[config.mk]
export PLATFORM = sky130hd
export DESIGN_NAME = sd_responder
export DESIGN_NICKNAME = d
export VERILOG_FILES = /design/src/rtl/sd_responder.sv
export SDC_FILE = /design/constraint.sdc
export NUM_CORES = 1
export LEC_CHECK = 0
export CORE_MARGIN = 1
export CORE_UTILIZATION = 51
export DETAILED_ROUTE_END_ITERATION = 10
export PLACE_DENSITY = 0.72
export SYNTH_ARGS = -nofsm -noshare
export SYNTH_HDL_FRONTEND = slang
export SYNTH_SLANG_ARGS = --single-unit
[constraint.sdc]
create_clock -name clk -period 6.2 [get_ports clk]
set_input_delay 0.62 -clock clk [delete_from_list [all_inputs] [get_ports clk]]
set_output_delay 0.62 -clock clk [all_outputs]
set_load 0.01 [all_outputs]
[src/rtl/sd_responder.sv]
// SDRAM-style front end: queues master commands in a small FIFO, issues at most one per
// cycle to a memory port, returns read data at fixed latency and inserts refresh windows.
module sd_responder #(
    parameter int DEPTH   = 8,
    parameter int RD_LAT  = 2,
    parameter int REF_INT = 780,
    parameter int REF_CYC = 8
) (
    input  logic        clk,
    input  logic        reset,
    input  logic [24:0] sd_addr,
    input  logic [1:0]  sd_byte_en_n,
    input  logic [15:0] sd_data,
    input  logic        sd_read_n,
    input  logic        sd_write_n,
    output logic        sd_wait_rq,
    output logic [15:0] sd_rd_data,
    output logic        sd_rd_valid,
    output logic [21:0] mem_addr,
    output logic [15:0] mem_wr_data,
    output logic [1:0]  mem_be,
    output logic        mem_we,
    output logic        mem_re,
    input  logic [15:0] mem_rd_data,
    input  logic        mem_busy,
    output logic        mem_ref,
    output logic        err_addr,
    output logic        proto_err,
    output logic [4:0]  cmd_count
);
    localparam int AW = $clog2(DEPTH);
    localparam int TW = (REF_INT > 1) ? $clog2(REF_INT) : 1;
    localparam int CW = $clog2(REF_CYC + 1);

    typedef struct packed {
        logic        wr;
        logic [24:0] addr;
        logic [15:0] data;
        logic [1:0]  be;
    } cmd_t;

    typedef enum logic [1:0] {IDLE, ISSUE, REFRESH} state_t;

    cmd_t              fifo_mem [DEPTH];
    logic [AW-1:0]     wr_ptr, rd_ptr;
    logic [4:0]        count, count_nxt;
    cmd_t              head, push_cmd;
    logic              push, pop, head_err;

    state_t            state, state_nxt;
    logic [TW-1:0]     ref_timer;
    logic              ref_wrap, ref_pend, enter_ref;
    logic [CW-1:0]     ref_cyc_cnt;

    logic [RD_LAT:0]   vld_pipe;
    logic [RD_LAT-1:0] err_pipe;
    logic              rd_issue;

    // Both strobes low is taken as a write.
    assign push      = (~sd_read_n | ~sd_write_n) & ~sd_wait_rq;
    assign push_cmd  = {~sd_write_n, sd_addr, sd_data, ~sd_byte_en_n};
    assign head      = fifo_mem[rd_ptr];
    assign head_err  = |head.addr[24:22];
    assign count_nxt = count + {4'd0, push} - {4'd0, pop};
    assign cmd_count = count;

    always_ff @(posedge clk) begin
        if (push) fifo_mem[wr_ptr] <= push_cmd;
    end

    // Wait is raised one entry early so a held command can never overflow the FIFO.
    always_ff @(posedge clk) begin
        if (reset) begin
            wr_ptr     <= '0;
            rd_ptr     <= '0;
            count      <= '0;
            sd_wait_rq <= 1'b1;
            err_addr   <= 1'b0;
            proto_err  <= 1'b0;
        end else begin
            if (push) wr_ptr <= wr_ptr + AW'(1);
            if (pop)  rd_ptr <= rd_ptr + AW'(1);
            count      <= count_nxt;
            sd_wait_rq <= (count_nxt >= 5'(DEPTH - 1));
            if (push && (|sd_addr[24:22]))     err_addr  <= 1'b1;
            if (push && !sd_read_n && !sd_write_n) proto_err <= 1'b1;
        end
    end

    assign ref_wrap = (ref_timer == TW'(REF_INT - 1));

    always_ff @(posedge clk) begin
        if (reset) begin
            ref_timer <= '0;
            ref_pend  <= 1'b0;
        end else begin
            ref_timer <= ref_wrap ? '0 : ref_timer + TW'(1);
            if (enter_ref)     ref_pend <= 1'b0;
            else if (ref_wrap) ref_pend <= 1'b1;
        end
    end

    always_ff @(posedge clk) begin
        if (reset) begin
            state       <= IDLE;
            ref_cyc_cnt <= '0;
        end else begin
            state       <= state_nxt;
            ref_cyc_cnt <= (state == REFRESH) ? ref_cyc_cnt + CW'(1) : '0;
        end
    end

    // A late mem_busy in ISSUE suppresses the pop; the entry stays at the head.
    always_comb begin
        state_nxt = state;
        pop       = 1'b0;
        case (state)
            IDLE: begin
                if (ref_pend)                         state_nxt = REFRESH;
                else if (count != 5'd0 && !mem_busy)  state_nxt = ISSUE;
            end
            ISSUE: begin
                pop = (count != 5'd0) && !mem_busy;
                if (ref_pend)                                        state_nxt = REFRESH;
                else if (pop && (count + {4'd0, push} != 5'd1))      state_nxt = ISSUE;
                else                                                 state_nxt = IDLE;
            end
            REFRESH: begin
                if (ref_cyc_cnt == CW'(REF_CYC - 1)) state_nxt = IDLE;
            end
            default: state_nxt = IDLE;
        endcase
    end

    assign enter_ref = (state != REFRESH) && (state_nxt == REFRESH);

    // Out-of-range entries are consumed without a strobe; reads still get a return slot.
    assign rd_issue    = pop & ~head.wr;
    assign mem_we      = pop & head.wr & ~head_err;
    assign mem_re      = rd_issue & ~head_err;
    assign mem_addr    = pop ? head.addr[21:0] : '0;
    assign mem_wr_data = pop ? head.data : '0;
    assign mem_be      = pop ? head.be : '0;
    assign mem_ref     = (state == REFRESH);

    always_ff @(posedge clk) begin
        if (reset) begin
            vld_pipe   <= '0;
            err_pipe   <= '0;
            sd_rd_data <= '0;
        end else begin
            vld_pipe    <= {vld_pipe[RD_LAT-1:0], rd_issue};
            err_pipe[0] <= head_err;
            for (int i = 1; i < RD_LAT; i++) err_pipe[i] <= err_pipe[i-1];
            if (vld_pipe[RD_LAT-1]) sd_rd_data <= err_pipe[RD_LAT-1] ? 16'h0000 : mem_rd_data;
        end
    end

    assign sd_rd_valid = vld_pipe[RD_LAT];

endmodule

==> qor.yml <==
outcome: "finished clean"
critical_path_class: "reg -> out"
die_area_um2: 31000
rsz0062_at_grt: "false"
route.vias.total: 7789
ys_seq_area_share_pct: 75.4
antenna_found_initial: 1
setup_tns_ns: 0
postCtsSetupBuffers: 0
n_fill_cell: 2048
final.min_clock_period_ns: 4.12
synth_area_leaders: "edfxtp_1 68%, mux4_2 12%, dfxtp_1 7.1%"
synthArstFlopShare_pct: 0
wl_per_cell_um: 21.7
htreeDepth: 2
chipWidth_um: 176
drt-vias-per-instance: 5.61
grt_pass1_wl_um: 46800
final-seq-area_um2: 11700
numClockSinks: 407
crit_chain: "buf_4 > nor4b_1 > nor3_1 > a211o_1 > o32ai_1 > clkdlybuf4s50_1"
r2r-start: "cmd_count[3]"
grt_max_degree: 52
tightest_slew_ns: 1.10
cts_max_path_buffers: 3
critPathMaxStageDelay_ns: 0.79
setup_viol: 0
finClkSkew_ns: 0.00919
synth-seq-cells: 407
initial_utilization_pct: 52.1
drt_iter0_drc: 464
area_delta_synth_final_pct: 20.5
grt_usage_pct: 20.1
max_cap_viol_count: 0
slowest_stage: "buf_4"
syn-mean-instance-area_um2: 19.0
multi_input_area_um2: 3660
die_h_um: 176
max_freq_ghz: 0.243
ctsResizeCount: 0
port_buffers: 131
fin_nets: 1040
tritoncts: "built"
grt_pass1_vias: 8098
dpl.hpwl_um: 16800
fin_crit_sh_pct: 66.4
cp_top_family: "buffers and inverters"
yosys_warnings: 0
synth_cell_types: 47
holdCritPathClass: "reg -> reg"
cp.buffers_inverters: 2
min_from: "vld_pipe[0]"
io_pins: 132
hold_path_end: "vld_pipe[1]"
leakage_nw: 5.83
drive_above_1_share_pct: 17.2
cp_max_fo: 51
r2r_setup_slack_ns: 3.08
fin_area_um2: 18600
timing.hold.ws_ns: 0.438
drv_slew: 0
clk_pin_slew_ns: 0.06
clkLatencyLatePin_ns: 0.54
drt_pass1_iterations: 4
routed_wl_um: 30100
cp.arrival_ns: 3.50
ys.flop_type: "edfxtp_1"
endpoint_kind: "output port"
core_region_area_um2: 29700
synth_cells: 813
antenna_left: 0
start_kind: "flop"
crit_required_ns: 5.58
synth_top_area_share_pct: 68.3
worst_r2r_endpoint: "sd_wait_rq"
placed_area_um2: 17300
yosys.area.top_type: "edfxtp_1"
cts_hold_buf: 0
min_path_cells: 1
synth_edf_count: 352
drc: 0
numCtsBuffers: 42
row_count: 63
synth_area_um2: 15500
gp_congestion: 0.762
grt_overflow: 0
maxSlewHeadroom_pct: 26.7
syn-num-nets: 885
hold_violations: 0
power_density_nw_per_um2: 307
root_buffer: "clkbuf_16"
ff2ff_path_depth: 10
vdd_drop_max_mv: 0.240
## synthesized netlist by cell type, types with 4 or more instances
cell      instances
nand4_1           4
mux2i_1          42
nor2_1           91
nand2b_1          5
nor4b_1           5
a21oi_1          21
nand2_1          14
nor3_1            5
clkbuf_1         17
xnor2_1          10
inv_1             8
nor4_1            4
nor2b_1          23
buf_2            13
xor2_1            7
edfxtp_1        352
buf_1             4
dfxtp_1          55
ha_1              8
and3_1            5
nand3_1           5
mux4_2           82
## how the worst max path moves through the flow
stage	slack, ns	from	endpoint	depth (start not counted)
after floorplan	1.42	sd_read_n	fifo_mem[4][0]	3
after global placement	2.40	sd_read_n	fifo_mem[7][23]	5
after detailed placement	2.32	sd_write_n	fifo_mem[7][39]	5
after CTS	2.01	flop	mem_re	6
after global routing	1.80	flop	mem_re	6
final	2.08	flop	mem_re	6
## report_power, final
part	switching, mW	total (mW)	internal, mW
logic	0.129	0.239	0.111
registers	0.0230	3.06	3.04
clock network	1.00	2.43	1.42
## cell usage in the layout (no fill, tap or decap), types with 2 or more instances in the layout
cell and n:
xor2_1 7, and3_1 5, clkbuf_16 42, nand2_1 14
a21oi_1 21, nand4_1 4, nor2_4 6, nor4b_1 5
ha_1 8, nor3_1 3, edfxtp_1 352, clkinv_2 4
xnor2_1 10, o21ai_0 2, inv_1 8, or3_1 2
o211ai_1 2, clkinv_1 5, buf_4 15, clkbuf_1 11
dfxtp_4 2, nor2b_1 23, o32ai_1 2, mux4_2 82
clkdlybuf4s50_1 131, nor3b_1 2, bufinv_16 4, nand3_1 5
nand3b_1 2, nor4_1 4, a211o_1 2, nand2b_1 5
nor2_1 85, dfxtp_1 52, clkinvlp_4 3, nor3_2 2
mux2i_1 42
## worst reg2reg max path, cell delays in order (launching register included)
cell and delay [ns]:
dfxtp_1 0.39, or4_4 0.60, o21ai_4 0.13, buf_4 0.53
inv_2 0.17, ha_1 0.29, ha_1 0.26, xnor2_1 0.15
xnor2_1 0.14, or3_1 0.30, o2111ai_1 0.10
## through the flow
step           instances  setup WS (ns)  utilization [%]  power [mW]
6_report            1388           2.08             62.7        5.73
5_1_grt             1387           1.80             62.7        5.89
4_1_cts             1387           2.01             62.7        5.77
3_5_place_dp        1314           2.32             58.3        3.36
3_3_place_gp        1314           2.40             58.3        3.35
2_1_floorplan        813           1.42                -        3.23
## per-layer routing
metal	global-route usage (%)	vias to the layer above	share of wire, %
li1	-	3532	-
met1	27.1	3996	43
met2	34.0	209	50
met3	3.55	50	5.6
met4	5.18	2	1.9
met5	0	-	0.043
## final cells by class
type	count	share of cell area [%]
clock inverters	20	1.26
flip-flops and latches	407	62.7
diodes	1	0.0134
multi-input cells	361	19.7
well taps	390	2.62
inverters	9	0.181
clock buffers	53	5.86
repair buffers	147	7.75
## state kept, by name (all words and copies together) (netlist names), 2 cells and up, named ones only
| signal | cells |
|---|---|
| fifo_mem | 352 |
| state | 2 |
| cmd_count | 5 |
| wr_ptr | 3 |
| ref_timer | 10 |
| rd_ptr | 3 |
| sd_rd_data | 16 |
| vld_pipe | 3 |
| ref_cyc_cnt | 4 |
| err_pipe | 2 |
## logic make-up (layout without fill, tap and decap cells)
family / after synthesis / count (layout) / share of synthesized area, %
muxes: 124 / 124 / 14.7
AOI/OAI and AO/OA: 39 / 39 / 1.64
buffers and inverters: 45 / 229 / 1.25
xor gates and xnor gates: 17 / 17 / 0.962
DFF: 407 / 407 / 75.4
adders and majority gates: 8 / 8 / 0.647
other: 0 / 1 / 0
and+or+nand+nor: 173 / 173 / 5.43
Note: power is estimated with default switching activity, not from simulation.
